[config.mk]
export PLATFORM = sky130hd
export DESIGN_NAME = decompressor_sequencer
export DESIGN_NICKNAME = d
export VERILOG_FILES = /design/src/rtl/lzrw1_pkg.sv /design/src/rtl/lzrw1_flag_shifter.sv /design/src/rtl/decompressor_sequencer.sv
export SDC_FILE = /design/constraint.sdc
export NUM_CORES = 1
export LEC_CHECK = 0
export CAP_MARGIN = 20
export CORE_MARGIN = 2
export CORE_UTILIZATION = 53
export CTS_CLUSTER_SIZE = 16
export DETAILED_ROUTE_END_ITERATION = 8
export HOLD_SLACK_MARGIN = 0.1
export PLACE_DENSITY = 0.83
export SLEW_MARGIN = 20
export SYNTH_ARGS = -nofsm -noshare
export SYNTH_HDL_FRONTEND = slang
export SYNTH_HIERARCHICAL = 1
export SYNTH_SLANG_ARGS = --single-unit
[constraint.sdc]
create_clock -name clock -period 2.6 [get_ports clock]
set_clock_uncertainty 0.1 [all_clocks]
set_input_delay 0.78 -clock clock [delete_from_list [all_inputs] [get_ports clock]]
set_output_delay 0.78 -clock clock [all_outputs]
set_load 0.02 [all_outputs]
[src/rtl/lzrw1_pkg.sv]
// Shared LZRW1 types and constants for the sequencer and the decompressor.
package lzrw1_pkg;

  localparam int ITEMS_PER_GROUP = 16;

  localparam logic FLAG_LITERAL = 1'b0;
  localparam logic FLAG_COPY    = 1'b1;

  typedef enum logic [2:0] {
    S_IDLE,
    S_CTRL_LO,
    S_CTRL_HI,
    S_ITEM_A,
    S_ITEM_B,
    S_ISSUE,
    S_DONE
  } seq_state_t;

  typedef struct packed {
    logic        flag;
    logic [15:0] data;
  } item_t;

  // Decompressor FSM states, kept here so both blocks share one definition.
  typedef enum logic [1:0] {
    DEC_IDLE,
    DEC_LITERAL,
    DEC_COPY_SETUP,
    DEC_COPY
  } dec_state_t;

endpackage

[src/rtl/lzrw1_flag_shifter.sv]
// Holds the 16-bit LZRW1 control word and the item counter of the current group.
module lzrw1_flag_shifter
  import lzrw1_pkg::*;
#(
  parameter int ITEMS = ITEMS_PER_GROUP
) (
  input  logic       clock,
  input  logic       reset,
  input  logic       clear_i,
  input  logic       load_lo_i,
  input  logic       load_hi_i,
  input  logic [7:0] byte_i,
  input  logic       shift_i,
  output logic       flag_o,
  output logic       wrap_o
);

  localparam int CW = $clog2(ITEMS);

  logic [15:0]   flags_q, flags_d;
  logic [CW-1:0] count_q, count_d;

  // NOTE: every signal gets its default before any branch, so no path infers a latch.
  always_comb begin
    flags_d = flags_q;
    count_d = count_q;
    if (clear_i)   count_d = '0;
    if (load_lo_i) flags_d[7:0]  = byte_i;
    if (load_hi_i) flags_d[15:8] = byte_i;
    if (shift_i) begin
      flags_d = flags_q >> 1;
      count_d = count_q + CW'(1);
    end
  end

  // NOTE: non-blocking assignments, so each register samples pre-edge values.
  always_ff @(posedge clock) begin
    if (reset) begin
      flags_q <= '0;
      count_q <= '0;
    end else begin
      flags_q <= flags_d;
      count_q <= count_d;
    end
  end

  assign flag_o = flags_q[0];
  assign wrap_o = (count_q == CW'(ITEMS - 1));

endmodule

[src/rtl/decompressor_sequencer.sv]
// Splits a raw LZRW1 byte stream into literal/copy items for decompressor_top.
module decompressor_sequencer #(
  parameter int ITEMS_PER_GROUP = 16
) (
  input  logic        clock,
  input  logic        reset,
  input  logic        start,
  input  logic [7:0]  in_byte,
  input  logic        in_valid,
  input  logic        in_last,
  output logic        in_ready,
  output logic [15:0] dec_data_in,
  output logic        dec_control_word,
  output logic        dec_in_data_valid,
  input  logic        dec_busy,
  output logic        seq_busy,
  output logic        done,
  output logic        error
);

  import lzrw1_pkg::*;

  seq_state_t  state_q, state_d;
  item_t       item_q, item_d;
  logic [7:0]  hi_q, hi_d;
  logic        error_q, error_d;
  logic        last_q, last_d;
  logic        valid_q, done_q, busy_q;
  logic        clear, load_lo, load_hi, shift, flag, wrap;

  lzrw1_flag_shifter #(.ITEMS(ITEMS_PER_GROUP)) u_flags (
    .clock     (clock),
    .reset     (reset),
    .clear_i   (clear),
    .load_lo_i (load_lo),
    .load_hi_i (load_hi),
    .byte_i    (in_byte),
    .shift_i   (shift),
    .flag_o    (flag),
    .wrap_o    (wrap)
  );

  assign in_ready = (state_q == S_CTRL_LO) || (state_q == S_CTRL_HI) ||
                    (state_q == S_ITEM_A)  || (state_q == S_ITEM_B);

  always_comb begin
    state_d = state_q;
    item_d  = item_q;
    hi_d    = hi_q;
    error_d = error_q;
    last_d  = last_q;
    clear   = 1'b0;
    load_lo = 1'b0;
    load_hi = 1'b0;
    shift   = 1'b0;
    unique case (state_q)
      S_IDLE: if (start) begin
        state_d = S_CTRL_LO;
        error_d = 1'b0;
        last_d  = 1'b0;
        clear   = 1'b1;
      end
      S_CTRL_LO: if (in_valid) begin
        load_lo = 1'b1;
        state_d = in_last ? S_DONE : S_CTRL_HI;
      end
      S_CTRL_HI: if (in_valid) begin
        load_hi = 1'b1;
        state_d = in_last ? S_DONE : S_ITEM_A;
      end
      S_ITEM_A: if (in_valid) begin
        if (flag == FLAG_COPY) begin
          // A copy needs two bytes; ending on the first one is a malformed stream.
          if (in_last) begin
            error_d = 1'b1;
            state_d = S_DONE;
          end else begin
            hi_d    = in_byte;
            state_d = S_ITEM_B;
          end
        end else begin
          item_d  = '{flag: FLAG_LITERAL, data: {8'h00, in_byte}};
          last_d  = in_last;
          state_d = S_ISSUE;
        end
      end
      S_ITEM_B: if (in_valid) begin
        item_d  = '{flag: FLAG_COPY, data: {hi_q, in_byte}};
        last_d  = in_last;
        state_d = S_ISSUE;
      end
      S_ISSUE: if (!dec_busy) begin
        shift = 1'b1;
        if (last_q)    state_d = S_DONE;
        else if (wrap) state_d = S_CTRL_LO;
        else           state_d = S_ITEM_A;
      end
      S_DONE:  state_d = S_IDLE;
      default: state_d = S_IDLE;
    endcase
  end

  always_ff @(posedge clock) begin
    if (reset) begin
      state_q <= S_IDLE;
      item_q  <= '0;
      hi_q    <= '0;
      error_q <= 1'b0;
      last_q  <= 1'b0;
      valid_q <= 1'b0;
      done_q  <= 1'b0;
      busy_q  <= 1'b0;
    end else begin
      state_q <= state_d;
      item_q  <= item_d;
      hi_q    <= hi_d;
      error_q <= error_d;
      last_q  <= last_d;
      valid_q <= (state_d == S_ISSUE);
      done_q  <= (state_d == S_DONE);
      busy_q  <= (state_d != S_IDLE);
    end
  end

  assign dec_data_in       = item_q.data;
  assign dec_control_word  = item_q.flag;
  assign dec_in_data_valid = valid_q;
  assign done              = done_q;
  assign seq_busy          = busy_q;
  assign error             = error_q;

endmodule

=== Word-level counts from Yosys, hierarchy flattened ===
Index checks and enable logic that the tools add are counted.

* Register bits: 53
* Output and inout bits: 22

* Add/sub/neg operators: 1
* Bitwise logic cells: 1
* Equality and inequality tests: 14
* Muxes and demuxes: 38
* Reduce and logical (&&, ||, !) cells: 16

{| class="wikitable"
|+ Operator list
! operator !! count
|-
| $mux 17 || 3
|-
| $pmux 17 s2 || 1
|-
| $mux 3 || 10
|-
| $pmux 3 s6 || 1
|-
| $mux 15 || 1
|-
| $mux 1 || 14
|-
| $eq 3x3->1 const B || 4
|-
| $ne 2x2->1 const B || 5
|-
| $reduce_and 5->1 || 2
|-
| $reduce_bool 2->1 || 5
|-
| $mux 4 || 2
|-
| $mux 8 || 1
|-
| $reduce_and 4->1 || 2
|-
| $mux 7 || 1
|-
| $eq 3x2->1 const B || 2
|-
| $reduce_bool 3->1 || 2
|-
| $add 4x1->4 const B || 1
|-
| $eq 4x4->1 const B || 1
|-
| $mux 2 || 2
|-
| $eq 3x1->1 const B || 1
|-
| $logic_not 3->1 || 1
|-
| $logic_or 1x1->1 || 3
|-
| $pmux 1 s3 || 1
|-
| $ne 2x1->1 const B || 1
|-
| 3 further kinds || 3
|}

=== Logic depth before layout (Yosys ltp) ===
* Depth in word-level cells: 6
* Depth in mapped cells: 6
* Gate-level depth less buffers: 6

=== By module ===
Netlist, hierarchy kept.

{| class="wikitable"
|+ Modules (own cells, without submodules)
! module !! area each (um^2) !! instances !! seq. area each (um^2) !! cells an instance
|-
| decompressor_sequencer || 1387.6 || 1 || 660.6 || 140
|-
| lzrw1_flag_shifter || 949.7 || 1 || 400.4 || 91
|}

=== Worst setup path after synthesis ===
OpenSTA, ideal clock, no wires.

* Path type: input to register
* From: input in_valid
* To: register u_flags.flags_q[1]
* Cell stages on the path: 6
* Path slack: 497 ps
* Library setup time: 128 ps
* Arrival time: 1875 ps
* Path through: buf_2 nor4bb_1 buf_2 mux2_2 mux2i_1 nor2_1

* Longest elaborated chain between the ends: 3

{| class="wikitable"
|+ RTL lines
! item !! line !! source
|-
| start: declaration || decompressor_sequencer.sv:9 || <nowiki>input logic in_valid,</nowiki>
|-
| $mux 1 || decompressor_sequencer.sv:63 || <nowiki>S_CTRL_LO: if (in_valid) begin</nowiki>
|-
| $mux 1 || decompressor_sequencer.sv:56 || <nowiki>unique case (state_q)</nowiki>
|-
| named net load_lo || decompressor_sequencer.sv:29 || <nowiki>logic clear, load_lo, load_hi, shift, flag, wrap;</nowiki>
|-
| $reduce_bool 2->1 (no source line) || -- ||
|-
| end signal: assignment || lzrw1_flag_shifter.sv:42 || <nowiki>flags_q <= flags_d;</nowiki>
|-
| end: declaration || lzrw1_flag_shifter.sv:20 || <nowiki>logic [15:0] flags_q, flags_d;</nowiki>
|}

The timed path passes the listed nets, and every way through them passes these cells.
A chain may end at the register's enable or synchronous reset.

=== Worst setup path after layout ===
* From: register state_q[0]
* To: output in_ready

* Longest elaborated chain between the ends: 4

{| class="wikitable"
|+ RTL lines
! item !! line !! source
|-
| start: declaration || decompressor_sequencer.sv:23 || <nowiki>seq_state_t state_q, state_d;</nowiki>
|-
| start signal: assignment || decompressor_sequencer.sv:114 || <nowiki>state_q <= state_d;</nowiki>
|-
| $eq 3x1->1 / $eq 3x2->1 (equally long branches) || decompressor_sequencer.sv:43 || <nowiki>assign in_ready = (state_q == S_CTRL_LO) || (state_q == S_CTRL_HI) ||</nowiki>
|-
| $logic_or 1x1->1 (2 in series) || decompressor_sequencer.sv:43 ||
|-
| $logic_or 1x1->1 (*) || decompressor_sequencer.sv:44 || <nowiki>(state_q == S_ITEM_A) || (state_q == S_ITEM_B);</nowiki>
|-
| end: declaration || decompressor_sequencer.sv:11 || <nowiki>output logic in_ready,</nowiki>
|}

Mark *: on every way between the ends. The rest lies on a longest branch, timed or not.

==> impl_results.md <==
- Status: complete, no violations
- Final setup viols: 0
- Resize count post-CTS: 0
- First-pass GRT wire length: 7.914 mm
- Clk sinks: 53
- Area Overhead vs Synth: 21.57%
- TNS Setup: 0 ns
- Post-synthesis register bit count: 53
- Placed cell count: 313
- Wirelength per Cell: 14.56 um
- GRT Total Usage: 0.2015
- Avg Cell Area, Syn: 10.12 sq um
- Area of the die: 0.004957 sq mm
- CTS buffer count: 5
- Row Count: 24
- Initial Util: 0.5443
- CP max-delay cell: clkdlybuf4s50_1
- Slew @ Worst Pin: 0.3920 ns
- Final min period: 2.372 ns
- Post-Synthesis Cell Area: 0.002337 sq mm
- Pre-antenna DRT Iters: 4
- Max FO, Critical Path: 2
- Startpoint types: flop
- Worst vdd ir: 407.7 uV
- Root Driver: clkbuf_8
- Unrepaired setup endpoints after global routing: false
- Cell variety after synth: 46
- Lkg Pwr: 1.107 nW
- Global placer's final weighted congestion: 0.7629
- # Post-CTS Setup Buffers: 0
- Final Core Density: 0.6617
- Share of power burned in combinational logic: 0.161
- Num ports: 36
- Htree depth: 2
- Sequential share of power: 0.549
- Max Root-Sink Buffers: 2
- Placed Area: 0.002755 sq mm
- ANT cells: 0
- Most common cell after layout, fill and taps aside: dfxtp_1
- Max Slew Vio Count: 0
- GR Overflow Total: 0
- Layout cells sized above 1: 0.1673
- Initial antenna violation count: 0
- Core Area: 0.004294 sq mm
- Vias in the first global route: 1712
- Fin nets: 283
- Worst skew pair latency: 0.30 ns
- Drt drc: 0
- EDFF count, synth: 0
- Hold Slack: 0.3921 ns
- Clock slew at reported path FFs: 0.09 ns
- Peak Freq: 0.4217 GHz
- CP Buf/Inv Count: 1
- Max_slew headroom: 0.7387
- Max Cap Viol: 0
- CP Class: flop to primary output
- Pin count of the biggest net entering global routing: 23
- R2R Setup Slk: 0.72 ns
- Hold Vio Cnt, Final: 0
- Worst Hold End: dec_control_word$_SDFFE_PP0P_
- Pwr Density: 544.5 mW/mm^2
- Max incr delay on CP: 0.62 ns
- Final instance area: 0.002841 sq mm
- WP data arrival: 1.49 ns
- Hpwl dp: 3.230 mm
- Async S/R FF share, synth: 0
- Int Power: 1.146 mW
- Clock power frac: 0.290
- Input/output buffers: 35
- Cell family with most CP delay: buffers and inverters
- Die Wd: 70.41 um
- Switching power: 0.4009 mW
- TritonCTS clock tree: built
- Cells after Synth: 231
- Die Height: 70.41 um
- Hold depth: 2
- RR Endpoint: u_flags/flags_q[11]$_SDFFE_PP0P_
- Switching share of power: 0.2591
- Critical Path RT: 1.72 ns
- Startpoint of the lowest-slack hold path: dec_control_word$_SDFFE_PP0P_
- Final worst path period share: 0.9121
- Final Power: 1.547 mW
- Synth warnings: 6
- WL final: 4.673 mm
- Critical-path cell list: nor2_1, xnor2_1, clkdlybuf4s50_1
- Net Count, Synth: 246
- Post-DRT Antenna Nets: 0
- Critical R2R Launch: state_q[2]$_SDFF_PP0_
- Tightest Hold Check Type: flop to flop
- Non-filler cells, final: 321
- Via-to-Cell Ratio: 5.539
- CTS Hold Bufs: 0
- Commonest cells after routing, fill and taps aside: dfxtp_1 (53), nor2_1 (45), clkdlybuf4s50_1 (34)
- PnR worst setup slack: 0.2285 ns
- Fill count: 358
- Endpoint class of the critical path: primary output
- Post-synth top flop: dfxtp_1
- Pre-CTS worst setup slack: 0.01477 ns
- Sequential area share after synthesis: 0.4540
- Drt initial violations: 102
- Total number of vias: 1778
- Reg2reg path depth: 6
[area by class of cell]
type | count | area, sq um | area share
clock buffer | 5 | 68.82 | 0.02422
tap | 52 | 65.06 | 0.02290
inverter | 5 | 18.77 | 0.006605
clock inverter | 3 | 17.52 | 0.006165
sequential | 53 | 1061 | 0.3734
multi-input combinational | 156 | 1150 | 0.4047
timing repair buffer | 47 | 460.4 | 0.1620
[metal layers]
metal / up-vias / routed length [um] / GRT usage / share of wire
li1: 876 / - / - / -
met1: 840 / 2049 / 0.2343 / 0.44
met2: 52 / 2265 / 0.3428 / 0.48
met3: 10 / 259 / 0.05483 / 0.055
met4: 0 / 98 / 0.09188 / 0.021
met5: - / 0 / 0 / 0
[synth_stat cells (2+ instances only)]
cell type | count | area share
nand2b_1 | 2 | 0.0054
and3_1 | 3 | 0.0080
nor3_1 | 3 | 0.0064
inv_1 | 5 | 0.0080
nor3b_1 | 2 | 0.0064
and2_1 | 2 | 0.0054
clkbuf_1 | 4 | 0.0064
buf_4 | 3 | 0.0096
a21oi_1 | 6 | 0.013
mux2_2 | 15 | 0.072
nor4bb_1 | 2 | 0.0086
a22oi_1 | 8 | 0.026
buf_6 | 2 | 0.0096
mux2i_1 | 33 | 0.14
o21ai_0 | 3 | 0.0064
buf_2 | 6 | 0.013
nor2_1 | 45 | 0.072
nand3_1 | 2 | 0.0043
nand2_1 | 4 | 0.0064
dfxtp_1 | 53 | 0.45
or3b_1 | 2 | 0.0075
nor2b_1 | 2 | 0.0054
[power by group through the flow]
stage          logic, mW  clock network, mW  registers (mW)
2_1_floorplan      0.149                  0           0.880
3_3_place_gp       0.246                  0           0.868
3_5_place_dp       0.248                  0           0.869
4_1_cts            0.250              0.464           0.850
5_1_grt            0.269              0.492           0.853
6_report           0.250              0.448           0.849
[registers in the layout, indices dropped and copies added, names as in the netlist, 3 cells and up]
| name | flops |
|---|---|
| u_flags/flags_q | 16 |
| dec_data_in | 16 |
| state_q | 3 |
| u_flags/count_q | 4 |
| hi_q | 8 |
[worst reg2reg max path, cell delays in order (launching register included)]
cell	delay, ns
dfxtp_1	0.35
buf_4	0.19
nor4bb_2	0.36
buf_4	0.24
mux2_2	0.34
mux2i_1	0.13
nor2_1	0.05
[worst max path at each step]
stage                                       endpoint  slack (ns)                   from  cells after the start
finish                                      in_ready        0.23  state_q[0]$_SDFF_PP0_                      3
global route                                in_ready        0.10  state_q[1]$_SDFF_PP0_                      3
CTS                                         in_ready        0.20  state_q[0]$_SDFF_PP0_                      3
detailed placement  u_flags/flags_q[11]$_SDFFE_PP0P_        0.01               in_valid                      6
global placement     u_flags/count_q[2]$_SDFFE_PP0P_        0.06                  start                      6
floorplan            u_flags/flags_q[1]$_SDFFE_PP0P_        0.50               in_valid                      6
[cells by family after synthesis]
| group | count (synthesis) | synth area share |
|---|---|---|
| AO/OA/AOI/OAI | 26 | 0.07870 |
| XOR/XNOR | 1 | 0.003748 |
| adder cells (fa/ha/maj) | 2 | 0.01017 |
| buffers and inverters | 22 | 0.05406 |
| flip-flops | 53 | 0.4540 |
| multiplexers | 48 | 0.2136 |
| AND/OR/NAND/NOR | 79 | 0.1858 |
No activity file was read; power rests on OpenSTA's default activity.
